[config.mk]
export PLATFORM = sky130hd
export DESIGN_NAME = cpu_sram_like_bridge
export DESIGN_NICKNAME = d
export VERILOG_FILES = /design/src/rtl/cpu_bus_pkg.sv /design/src/rtl/sram_like_channel.sv /design/src/rtl/cpu_sram_like_bridge.sv
export SDC_FILE = /design/constraint.sdc
export NUM_CORES = 1
export LEC_CHECK = 0
export BUFFER_PORTS_ARGS = -buffer_cell sky130_fd_sc_hd__buf_2
export CORE_AREA = 4 4 145 147
export DETAILED_ROUTE_END_ITERATION = 7
export DIE_AREA = 0 0 149 151
export GPL_TIMING_DRIVEN = 0
export PLACE_DENSITY_LB_ADDON = 0.15
export SYNTH_ARGS = -nofsm -noshare
export SYNTH_HDL_FRONTEND = slang
export SYNTH_SLANG_ARGS = --single-unit
[constraint.sdc]
create_clock -name clk -period 3.5 [get_ports clk]
set_input_delay 0.525 -clock clk [delete_from_list [all_inputs] [get_ports clk]]
set_output_delay 0.525 -clock clk [all_outputs]
set_load 0.01 [all_outputs]
[src/rtl/cpu_bus_pkg.sv]
// Shared encodings for the core-to-sram-like bus bridge.
// State codes, transfer sizes and byte-enable size decode.
package cpu_bus_pkg;

  typedef enum logic [1:0] {
    S_IDLE  = 2'd0,
    S_WAIT  = 2'd1,
    S_DONE  = 2'd2,
    S_DRAIN = 2'd3
  } state_e;

  localparam logic [1:0] SIZE_BYTE  = 2'd0;
  localparam logic [1:0] SIZE_HALF  = 2'd1;
  localparam logic [1:0] SIZE_WORD  = 2'd2;
  localparam logic [1:0] SIZE_DWORD = 2'd3;

  // Non-power-of-two enable patterns fall back to a full-width access.
  function automatic logic [1:0] be_to_size(
    input logic [7:0] be,
    input logic [1:0] full
  );
    int unsigned n;
    n = 0;
    for (int i = 0; i < 8; i++) begin
      n += 32'(be[i]);
    end
    case (n)
      1:       return SIZE_BYTE;
      2:       return SIZE_HALF;
      4:       return SIZE_WORD;
      8:       return SIZE_DWORD;
      default: return full;
    endcase
  endfunction

endpackage

[src/rtl/sram_like_channel.sv]
// One sram-like request channel: FSM, request latch, response buffer.
// Holds a response until the pipeline advances; drains flushed requests.
module sram_like_channel
  import cpu_bus_pkg::*;
#(
  parameter int ADDR_W = 32,
  parameter int DATA_W = 32
) (
  input  logic              clk,
  input  logic              rst,
  input  logic              en,
  input  logic              flush,
  input  logic              hold,
  input  logic              wr_i,
  input  logic [1:0]        size_i,
  input  logic [ADDR_W-1:0] addr_i,
  input  logic [DATA_W-1:0] wdata_i,
  output logic [DATA_W-1:0] rdata_o,
  output logic              stall,
  output logic              bus_req,
  output logic              bus_wr,
  output logic [1:0]        bus_size,
  output logic [ADDR_W-1:0] bus_addr,
  output logic [DATA_W-1:0] bus_wdata,
  input  logic              bus_addr_ok,
  input  logic              bus_data_ok,
  input  logic [DATA_W-1:0] bus_rdata
);

  state_e            state_q, state_d;
  logic              wr_q, wr_d;
  logic [1:0]        size_q, size_d;
  logic [ADDR_W-1:0] addr_q, addr_d;
  logic [DATA_W-1:0] wdata_q, wdata_d;
  logic [DATA_W-1:0] buf_q, buf_d;

  always_ff @(posedge clk or negedge rst) begin
    if (!rst) begin
      state_q <= S_IDLE;
      wr_q    <= 1'b0;
      size_q  <= '0;
      addr_q  <= '0;
      wdata_q <= '0;
      buf_q   <= '0;
    end else begin
      state_q <= state_d;
      wr_q    <= wr_d;
      size_q  <= size_d;
      addr_q  <= addr_d;
      wdata_q <= wdata_d;
      buf_q   <= buf_d;
    end
  end

  always_comb begin
    state_d = state_q;
    wr_d    = wr_q;
    size_d  = size_q;
    addr_d  = addr_q;
    wdata_d = wdata_q;
    buf_d   = buf_q;
    bus_req = 1'b0;
    stall   = 1'b0;
    unique case (state_q)
      S_IDLE: begin
        bus_req = en & ~flush;
        stall   = en;
        // A same-cycle accept may already be in flight, so drain it.
        if (en && bus_addr_ok) begin
          state_d = flush ? S_DRAIN : S_WAIT;
          wr_d    = wr_i;
          size_d  = size_i;
          addr_d  = addr_i;
          wdata_d = wdata_i;
        end
      end
      S_WAIT: begin
        stall = 1'b1;
        if (bus_data_ok) begin
          if (flush) begin
            state_d = S_IDLE;
          end else begin
            buf_d   = bus_rdata;
            state_d = S_DONE;
          end
        end else if (flush) begin
          state_d = S_DRAIN;
        end
      end
      S_DONE: begin
        if (!hold) state_d = S_IDLE;
      end
      S_DRAIN: begin
        stall = 1'b1;
        if (bus_data_ok) state_d = S_IDLE;
      end
      default: state_d = S_IDLE;
    endcase
  end

  always_comb begin
    if (state_q == S_IDLE) begin
      bus_wr    = wr_i;
      bus_size  = size_i;
      bus_addr  = addr_i;
      bus_wdata = wdata_i;
    end else begin
      bus_wr    = wr_q;
      bus_size  = size_q;
      bus_addr  = addr_q;
      bus_wdata = wdata_q;
    end
  end

  assign rdata_o = buf_q;

endmodule

[src/rtl/cpu_sram_like_bridge.sv]
// Core fetch/data ports to two sram-like buses.
// Adds transfer-size encoding around two channel instances.
module cpu_sram_like_bridge
  import cpu_bus_pkg::*;
#(
  parameter int ADDR_W = 32,
  parameter int DATA_W = 32,
  localparam int BE_W  = DATA_W / 8
) (
  input  logic              clk,
  input  logic              rst,
  input  logic              longest_stall,
  input  logic              inst_en,
  input  logic [ADDR_W-1:0] pcF,
  input  logic              inst_flush,
  output logic [DATA_W-1:0] instrF,
  output logic              i_stall,
  input  logic              data_en,
  input  logic [BE_W-1:0]   memwriteEN,
  input  logic [ADDR_W-1:0] aluoutM,
  input  logic [DATA_W-1:0] writedataM,
  input  logic              hasException,
  output logic [DATA_W-1:0] readdataM,
  output logic              d_stall,
  output logic              inst_req,
  output logic              inst_wr,
  output logic [1:0]        inst_size,
  output logic [ADDR_W-1:0] inst_addr,
  output logic [DATA_W-1:0] inst_wdata,
  input  logic              inst_addr_ok,
  input  logic              inst_data_ok,
  input  logic [DATA_W-1:0] inst_rdata,
  output logic              data_req,
  output logic              data_wr,
  output logic [1:0]        data_size,
  output logic [ADDR_W-1:0] data_addr,
  output logic [DATA_W-1:0] data_wdata,
  input  logic              data_addr_ok,
  input  logic              data_data_ok,
  input  logic [DATA_W-1:0] data_rdata
);

  localparam logic [1:0] SIZE_FULL =
    (DATA_W == 64) ? SIZE_DWORD : SIZE_WORD;

  logic [7:0] be_ext;
  logic       d_wr;
  logic [1:0] d_size;

  always_comb begin
    be_ext = '0;
    be_ext[BE_W-1:0] = memwriteEN;
    d_wr   = |memwriteEN;
    d_size = d_wr ? be_to_size(be_ext, SIZE_FULL) : SIZE_FULL;
  end

  sram_like_channel #(
    .ADDR_W(ADDR_W),
    .DATA_W(DATA_W)
  ) u_inst (
    .clk        (clk),
    .rst        (rst),
    .en         (inst_en),
    .flush      (inst_flush),
    .hold       (longest_stall),
    .wr_i       (1'b0),
    .size_i     (SIZE_FULL),
    .addr_i     (pcF),
    .wdata_i    ({DATA_W{1'b0}}),
    .rdata_o    (instrF),
    .stall      (i_stall),
    .bus_req    (inst_req),
    .bus_wr     (inst_wr),
    .bus_size   (inst_size),
    .bus_addr   (inst_addr),
    .bus_wdata  (inst_wdata),
    .bus_addr_ok(inst_addr_ok),
    .bus_data_ok(inst_data_ok),
    .bus_rdata  (inst_rdata)
  );

  sram_like_channel #(
    .ADDR_W(ADDR_W),
    .DATA_W(DATA_W)
  ) u_data (
    .clk        (clk),
    .rst        (rst),
    .en         (data_en),
    .flush      (hasException),
    .hold       (longest_stall),
    .wr_i       (d_wr),
    .size_i     (d_size),
    .addr_i     (aluoutM),
    .wdata_i    (writedataM),
    .rdata_o    (readdataM),
    .stall      (d_stall),
    .bus_req    (data_req),
    .bus_wr     (data_wr),
    .bus_size   (data_size),
    .bus_addr   (data_addr),
    .bus_wdata  (data_wdata),
    .bus_addr_ok(data_addr_ok),
    .bus_data_ok(data_data_ok),
    .bus_rdata  (data_rdata)
  );

endmodule

==> flow_summary_export.csv <==
group,metric,value,unit
route,dr.pass1.iters,2,
logic_synthesis,avgSynthCellArea,14.84,sq um
logic_synthesis,ys_seq_elements,168,
worst_setup_path,worstPathArrival,2610,ps
timing,max_freq,318.6,MHz
worst_setup_path,cp_max_fo,2,
power,powerDensity,816.6,mW/mm^2
clocking,cts_tree,"built",
cells_and_area,area_delta_synth_final,34.50,%
logic_synthesis,synth-edff-count,0,
die,design.die.area,0.02250,sq mm
global_routing,grt_max_degree,109,
logic_synthesis,synthDistinctLibCells,34,
timing,fin_crit_sh,89.68,%
cells_and_area,instances_no_fill,1227,
worst_setup_path,critPathSlowestCell,"or4b_2",
logic_synthesis,ys.flop_type,"dfrtp_1",
logic_synthesis,synth_warnings,0,
die,io_pins,377,
clocking,worstSkewPairLatency,420,ps
route,post-route-drc-count,0,
clocking,clk_pin_slew,70,ps
timing,max_slew.worst_pin.slew,604.2,ps
placement,dp_hpwl,15.96,mm
global_routing,grt_usage,18.12,%
global_routing,grt_pass1_wl,31.64,mm
worst_setup_path,cp-start-kind,"input port",
timing,final_hold_viol_count,0,
cells_and_area,final_common_cell,"buf_2",
job,drv_cap,0,
clocking,cts_buffers,17,
timing,clock-skew-final,11.52,ps
worst_setup_path,cp.depth,9,
clocking,ctsHoldBuffers,0,
timing,final-max-slew-violation-count,0,
route,routed_wl,20.64,mm
worst_setup_path,reg2reg_slack,1800,ps
worst_setup_path,critical-path-max-stage-delay,610,ps
placement,numPortBuffers,342,
die,start_util,40.84,%
worst_setup_path,cp-endpoint,"data_size[0]",
status,status,"finished, final reports clean",
worst_setup_path,path_cells,"buf_2 -> inv_1 -> fa_1 -> inv_1 -> ha_1 -> ha_1 -> or4b_2 -> o21ai_0 -> buf_2",
global_routing,antenna_found_initial,5,
route,first_iter_violations,141,
die,rows,52,
logic_synthesis,synth-seq-area-share,51.70,%
timing,hold_ws,39.03,ps
worst_setup_path,r2r_start,"u_data.state_q[0]",
worst_setup_path,cp.required,2970,ps
cells_and_area,final_nets,1122,
placement,placed_cells,1194,
power,vdd_drop_max,0.3488,mV
global_routing,grt_pass1_vias,5646,
route,wire_per_inst,16.82,um
cells_and_area,layout_common_cells,"buf_2 (352), mux2_2 (216), dfrtp_1 (168), buf_4 (40), conb_1 (34)",
clocking,cts_sinks,168,
global_routing,grt-ovfl-total,0,
timing,setup_viol,0,
route,vias_per_cell,4.555,
logic_synthesis,netlist_instances,548,
route,drt.antenna.violating_nets,0,
worst_setup_path,crit_buf_inv,4,
timing,max-slew-margin-rel,59.72,%
route,vias,5589,
clocking,cts_resized,0,
logic_synthesis,synthArstFlopShare,100.0,%
timing,rsz0062_at_grt,"no",
cells_and_area,drive_gt1_share,72.38,%
clocking,cts_setup_buffers,0,
clocking,cts.root.buffer_cell,"clkbuf_16",
worst_setup_path,cp-startpoint,"memwriteEN[0]",
worst_hold_path,hold_class,"input port to async pin",
die,core_area,0.01991,sq mm
worst_setup_path,reg2regPathDepth,5,
worst_setup_path,rr_endpoint,"u_data.addr_q[12]",
placement,gp_congestion,0.7481,
die,dieHeight,151,um
logic_synthesis,synth.cell_area,0.008132,sq mm
worst_setup_path,critPathTopFamily,"adder cells",
worst_setup_path,end_kind,"output port",
clocking,cts_buffer_depth,2,
clocking,cts_max_level,4,
worst_setup_path,crit_type,"input port to output port",
die,die_x,149,um
power,p_leak,0.005372,uW
timing,layout_min_cycle_time,3139,ps
==> synthesized netlist by cell type, types with 2 or more instances <==
cell type / count / share of area [%]
a21o_1: 2 / 0.18
a21oi_1: 6 / 0.37
a221o_1: 2 / 0.25
buf_2: 11 / 0.68
buf_4: 40 / 3.7
buf_6: 8 / 1.1
buf_8: 6 / 1.1
dfrtp_1: 168 / 52
ha_1: 3 / 0.46
inv_1: 9 / 0.42
mux2_1: 12 / 1.7
mux2_2: 216 / 30
mux2_4: 28 / 5.2
nand2b_1: 4 / 0.31
nand3b_1: 2 / 0.18
nand4b_1: 2 / 0.22
nor2_1: 4 / 0.18
nor2b_1: 2 / 0.15
nor3b_1: 2 / 0.18
nor4bb_1: 3 / 0.37
o21ai_0: 3 / 0.18
or2_2: 3 / 0.23
==> cell type report <==
cell class              instances  area, sq um
plain buffers                  66        540.5
clock inverters                15        166.4
diodes                          1        2.502
repair buffers                343         1749
clock buffers                  17        425.4
well taps                     270        337.8
multi-input cells             338         3477
inverters                       9        33.78
fillers                      1785         8972
flip-flops and latches        168         4204
==> cell families after synthesis <==
kind of cell    count (synthesis)  synth area share [%]
compound gates                 13                0.9847
xor+xnor                        1                0.1077
fa+ha+maj                       4                0.7079
buf+inv                        75                 7.063
flops                         168                 51.70
mux                           257                 36.87
other cells                     1               0.04612
simple gates                   29                 2.523
==> state kept, by name, indices dropped and copies added, names as in the netlist <==
| name | count |
|---|---|
| u_data.wr_q | 1 |
| u_data.wdata_q | 32 |
| u_inst.state_q | 2 |
| u_data.state_q | 2 |
| u_inst.addr_q | 32 |
| u_data.addr_q | 32 |
| u_data.size_q | 2 |
| u_inst.rdata_o | 32 |
| u_inst.size_q | 1 |
| u_data.rdata_o | 32 |
==> power breakdown <==
part | total [uW] | leakage (uW) | internal [uW] | switching (uW)
Combinational | 3730 | 0.00311 | 2070 | 1660
Clock | 1900 | 0.000280 | 1070 | 831
Sequential | 3300 | 0.00199 | 2870 | 436
==> worst min-delay path by stage <==
stage	from	end	slack [ps]
2_1_floorplan	rst	u_data.addr_q[0]	230
3_3_place_gp	u_inst.size_q[1]	u_inst.size_q[1]	450
3_5_place_dp	u_inst.size_q[1]	u_inst.size_q[1]	450
4_1_cts	rst	u_data.addr_q[29]	40
5_1_grt	rst	u_data.addr_q[29]	70
6_report	rst	u_data.addr_q[29]	40
==> per-stage QoR <==
step	TNS [ps]	power [uW]	util, %	cell area (sq um)	setup WS (ps)
floorplan	0	5666	-	8255	497.0
CTS	0	9072	54.92	10930	338.5
global placement	-155510	7056	51.76	10300	-944.7
finish	0	8930	54.93	10940	361.1
global route	0	9533	54.93	10940	243.6
detailed placement	0	7123	51.95	10340	345.6
==> layer usage <==
| layer | vias up | part of all wire, % | global-route usage (%) |
|---|---|---|---|
| li1 | 2674 | - | - |
| met1 | 2665 | 40 | 22.62 |
| met2 | 218 | 49 | 29.15 |
| met3 | 24 | 9.4 | 7.151 |
| met4 | 8 | 1.3 | 5.584 |
| met5 | - | 0.30 | 0 |
(Power assumes the default switching activity.)
